==> src/rtl/arb_mux_n.sv <==
// N-channel, W-bit stream multiplexer with valid/ready handshakes, a registered
// output stage, and either fixed-select or round-robin arbitration.
module arb_mux_n #(
  parameter int N = 3,
  parameter int W = 8,
  localparam int SW = (N > 1) ? $clog2(N) : 1
) (
  input  logic           clk,
  input  logic           rst,
  input  logic [N*W-1:0] in_data,
  input  logic [N-1:0]   in_valid,
  output logic [N-1:0]   in_ready,
  input  logic           mode,
  input  logic [SW-1:0]  sel,
  output logic [W-1:0]   out_data,
  output logic [SW-1:0]  out_src,
  output logic           out_valid,
  input  logic           out_ready
);

  logic [W-1:0]  chan [N];
  logic [W-1:0]  out_data_reg;
  logic [SW-1:0] out_src_reg;
  logic          out_valid_reg;
  logic [SW-1:0] rr_ptr_reg;
  logic [SW-1:0] rr_ptr_next;
  logic          load;
  logic          grant_valid;
  logic [SW-1:0] grant_idx;
  logic          transfer;
  int            scan_idx;

  genvar gi;
  generate
    for (gi = 0; gi < N; gi++) begin : g_unpack
      assign chan[gi] = in_data[gi*W +: W];
    end
  endgenerate

  assign load     = !out_valid_reg || out_ready;
  assign transfer = load && grant_valid;

  // An out-of-range sel never matches any channel, so it yields no grant.
  always_comb begin
    grant_valid = 1'b0;
    grant_idx   = '0;
    scan_idx    = 0;
    if (!mode) begin
      for (int i = 0; i < N; i++) begin
        if (sel == SW'(i) && in_valid[i]) begin
          grant_valid = 1'b1;
          grant_idx   = SW'(i);
        end
      end
    end else begin
      for (int k = 0; k < N; k++) begin
        scan_idx = int'(rr_ptr_reg) + k;
        if (scan_idx >= N) scan_idx = scan_idx - N;
        if (!grant_valid && in_valid[scan_idx]) begin
          grant_valid = 1'b1;
          grant_idx   = SW'(scan_idx);
        end
      end
    end
  end

  always_comb begin
    in_ready = '0;
    if (!rst && transfer) in_ready[grant_idx] = 1'b1;
  end

  assign rr_ptr_next = (grant_idx == SW'(N - 1)) ? '0 : grant_idx + SW'(1);

  always_ff @(posedge clk or posedge rst) begin
    if (rst) begin
      out_data_reg  <= '0;
      out_src_reg   <= '0;
      out_valid_reg <= 1'b0;
      rr_ptr_reg    <= '0;
    end else if (load) begin
      if (transfer) begin
        out_data_reg  <= chan[grant_idx];
        out_src_reg   <= grant_idx;
        out_valid_reg <= 1'b1;
        if (mode) rr_ptr_reg <= rr_ptr_next;
      end else begin
        out_valid_reg <= 1'b0;
      end
    end
  end

  assign out_data  = out_data_reg;
  assign out_src   = out_src_reg;
  assign out_valid = out_valid_reg;

endmodule

==> config.mk <==
export PLATFORM = sky130hd
export DESIGN_NAME = arb_mux_n
export DESIGN_NICKNAME = d
export VERILOG_FILES = /design/src/rtl/arb_mux_n.sv
export SDC_FILE = /design/constraint.sdc
export NUM_CORES = 1
export LEC_CHECK = 0
export CAP_MARGIN = 30
export CORE_ASPECT_RATIO = 0.9
export CORE_MARGIN = 1
export CORE_UTILIZATION = 41
export CTS_CLUSTER_DIAMETER = 30
export DETAILED_ROUTE_END_ITERATION = 12
export PLACE_DENSITY = 0.77
export SLEW_MARGIN = 20
export SYNTH_ARGS = -nofsm -noshare
export SYNTH_HDL_FRONTEND = slang
export SYNTH_SLANG_ARGS = --single-unit
==> constraint.sdc <==
create_clock -name clk -period 3.29 [get_ports clk]
set_input_delay 0.658 -clock clk [delete_from_list [all_inputs] [get_ports clk]]
set_output_delay 0.658 -clock clk [all_outputs]
set_load 0.01 [all_outputs]
==> impl_metrics.yaml <==
logic_synthesis:
  syn-mean-instance-area_sq_um: 9.38
  syn_area_sq_mm: 0.00101
  synth-seq-cells: 13
  synth.net_count: 145
  synthCells: 108
  synth-seq-area-share_pct: 32.1
  yosysWarnings: 0
  ys_types: 34
floorplan:
  rows: 16
  dieArea_sq_mm: 0.00267
  start_util_pct: 44.8
  core_area_sq_mm: 0.00226
  die_x_microns: 54.4
  chipHeight_microns: 49.2
  io_pins: 47
power_and_ir_drop:
  comb_power_share_pct: 68.6
  power_frac_clock_pct: 8.1
  irDropWorstVdd_v: 0.000534
  power.total_mw: 1.22
  swShare_pct: 40.3
  power.switching_mw: 0.493
  seq_power_share_pct: 23.3
  internal-power_mw: 0.730
  leakagePower_nw: 0.707
  powerDensity_mw_per_mm2: 748
critical_path:
  path_class: "in2out"
  critical_path_peak_fanout: 4
  start_kind: "input pin"
  r2r_slack_ns: 0.76
  end_kind: "output port"
  critPathRequiredTime_ns: 2.63
  cp.arrival_ns: 2.52
routing:
  dr_total_vias: 1024
  ant_nets: 0
  viasPerCell: 5.28
  wl_per_cell_microns: 15.4
  drtPass1Iterations: 4
  dr.first_iter.drc_count: 12
  routed_wl_microns: 2980
  drc: 0
final_layout:
  largest_reg_flops: 8
  layout.nets: 205
  syn_to_final_growth_pct: 61.4
  stdcell_count: 194
  drive_above_1_share_pct: 21.6
  num_antenna_cells: 0
global_route:
  grt_pass1_vias: 1032
  grt_pass1_wl_microns: 4600
  grt_usage_pct: 24.3
  grt_max_degree: 14
  overflow: 0
  antenna_found_initial: 0
clocking:
  cts.hold.buffers_added: 0
  clock_path_buffers: 2
  post_cts_buffers: 0
  root_buffer: "clkbuf_4"
  cts_buffers: 3
  path_clk_slew_ns: 0.08
  htreeDepth: 1
  clk_latency_ns: 0.28
  cts_tree: "built"
  cts_sinks: 13
sta:
  slew_headroom_pct: 75.0
  max_slew.worst_pin.slew_ns: 0.371
  hold_ws_ns: 0.496
  period_needed_ns: 3.18
  clock_skew_ns: 0.00350
  setup-tns-final_ns: 0
  maxSlewViolCount: 0
  setup_viol: 0
  hold_violations: 0
  fin_crit_sh_pct: 96.6
  grt_setup_unrepaired: "no"
  max_clock_freq_ghz: 0.315
hold_path:
  hp-class: "reg2reg"
run:
  cap_viol_max_count: 0
placed_design:
  place_congestion: 0.861
  dpl.hpwl_microns: 2300
  portBuffers: 46
  dpl.cell_count: 190
status:
  status: "completed"
[power groups by stage]
stage / combinational (mW) / sequential, mW / clock [mW]
after floorplan: 0.426 / 0.312 / 0
after global placement: 0.773 / 0.279 / 0
after detailed placement: 0.794 / 0.283 / 0
after CTS: 0.806 / 0.282 / 0.103
after global routing: 0.913 / 0.293 / 0.107
final: 0.839 / 0.284 / 0.0990
[final timing paths]
check                                               start                 endpoint  cells past startpoint
worst max-delay path                          in_valid[0]              in_ready[0]                      8
worst min-delay path              out_data[7]$_DFFE_PP0P_  out_data[7]$_DFFE_PP0P_                      2
worst max register to register  rr_ptr_reg[1]$_DFFE_PP0P_  out_data[6]$_DFFE_PP0P_                      9
worst min register to register    out_data[7]$_DFFE_PP0P_  out_data[7]$_DFFE_PP0P_                      2
max in group asynchronous                             rst  out_data[3]$_DFFE_PP0P_                      3
min in group asynchronous                             rst  out_data[0]$_DFFE_PP0P_                      3
[metal layers]
layer  wire length, microns  global-route usage [%]  up-vias  share of wire, %
met3                    121                    7.17        5               4.1
met1                   1260                    30.4      485                42
met4                     22                    5.98        0              0.74
met5                      0                       0        -                 0
met2                   1570                    40.0       22                53
li1                       -                       -      512                 -
[cell families after synthesis]
group           Yosys count  share of synthesized area, %
compound gates           21                          21.5
fa+ha+maj                 4                          4.94
buf+inv                  11                          5.06
flops                    13                          32.1
mux                      14                          14.1
simple gates             45                          22.3
[critical path: stages]
cell and delay, ns:
clkdlybuf4s50_1 0.47, a21bo_2 0.23, o211ai_1 0.26, nand4bb_1 0.19, a31oi_2 0.13, or3_4 0.35, nor2_1 0.10, buf_2 0.14
[cells in the final DEF (no fill, tap or decap), drive strengths merged, types with 5 or more instances in the layout]
| cell type | n |
|---|---|
| buf | 15 |
| dfrtp | 13 |
| inv | 7 |
| nand2 | 24 |
| o221ai | 8 |
| nor2 | 5 |
| clkdlybuf4s50 | 42 |
| mux2i | 12 |
[cell type report]
type	count	area (sq um)
multi-input cells	84	678
well taps	27	33.8
inverters	7	26.3
fillers	181	627
flip-flops and latches	13	325
clock buffers	4	26.3
repair buffers	59	546
[metrics by stage]
| step | worst slack (ns) | instance area, sq um | utilization (%) |
|---|---|---|---|
| floorplan | 0.495 | 1010 | - |
| global placement | -0.251 | 1580 | 69.9 |
| detailed placement | -0.304 | 1580 | 69.9 |
| CTS | 0.000770 | 1620 | 71.5 |
| global route | 0.00589 | 1640 | 72.3 |
| finish | 0.111 | 1640 | 72.3 |
[timing repair]
item	CTS	global route
resized for setup	12	4
pin swaps	2	4
endpoints found under the setup margin	3	2
[Yosys cell counts (all sizes together)]
cell type   n  area [sq um]
o41ai       1          8.76
nand2      24          92.6
o21ai       1          5.00
nor2        5          18.8
or4b        1          10.0
and2        1          6.26
o31a        1          8.76
o21bai      1          11.3
a31oi       2          12.5
o2111ai     1          8.76
or3         1          6.26
ha          4          50.1
o221ai      8           120
and3        1          6.26
inv         7          26.3
and3b       1          8.76
dfrtp      13           325
mux2i      12           120
o211ai      2          15.0
nor3        1          5.00
a21oi       2          10.0
a21bo       1          10.0
o21a        1          7.51
nand2b      4          25.0
nor2b       1          6.26
clkbuf      1          3.75
nand4bb     1          11.3
mux2        2          22.5
nand3b      3          22.5
and2b       1          7.51
buf         3          21.3
No activity file was read; power rests on OpenSTA's default activity.
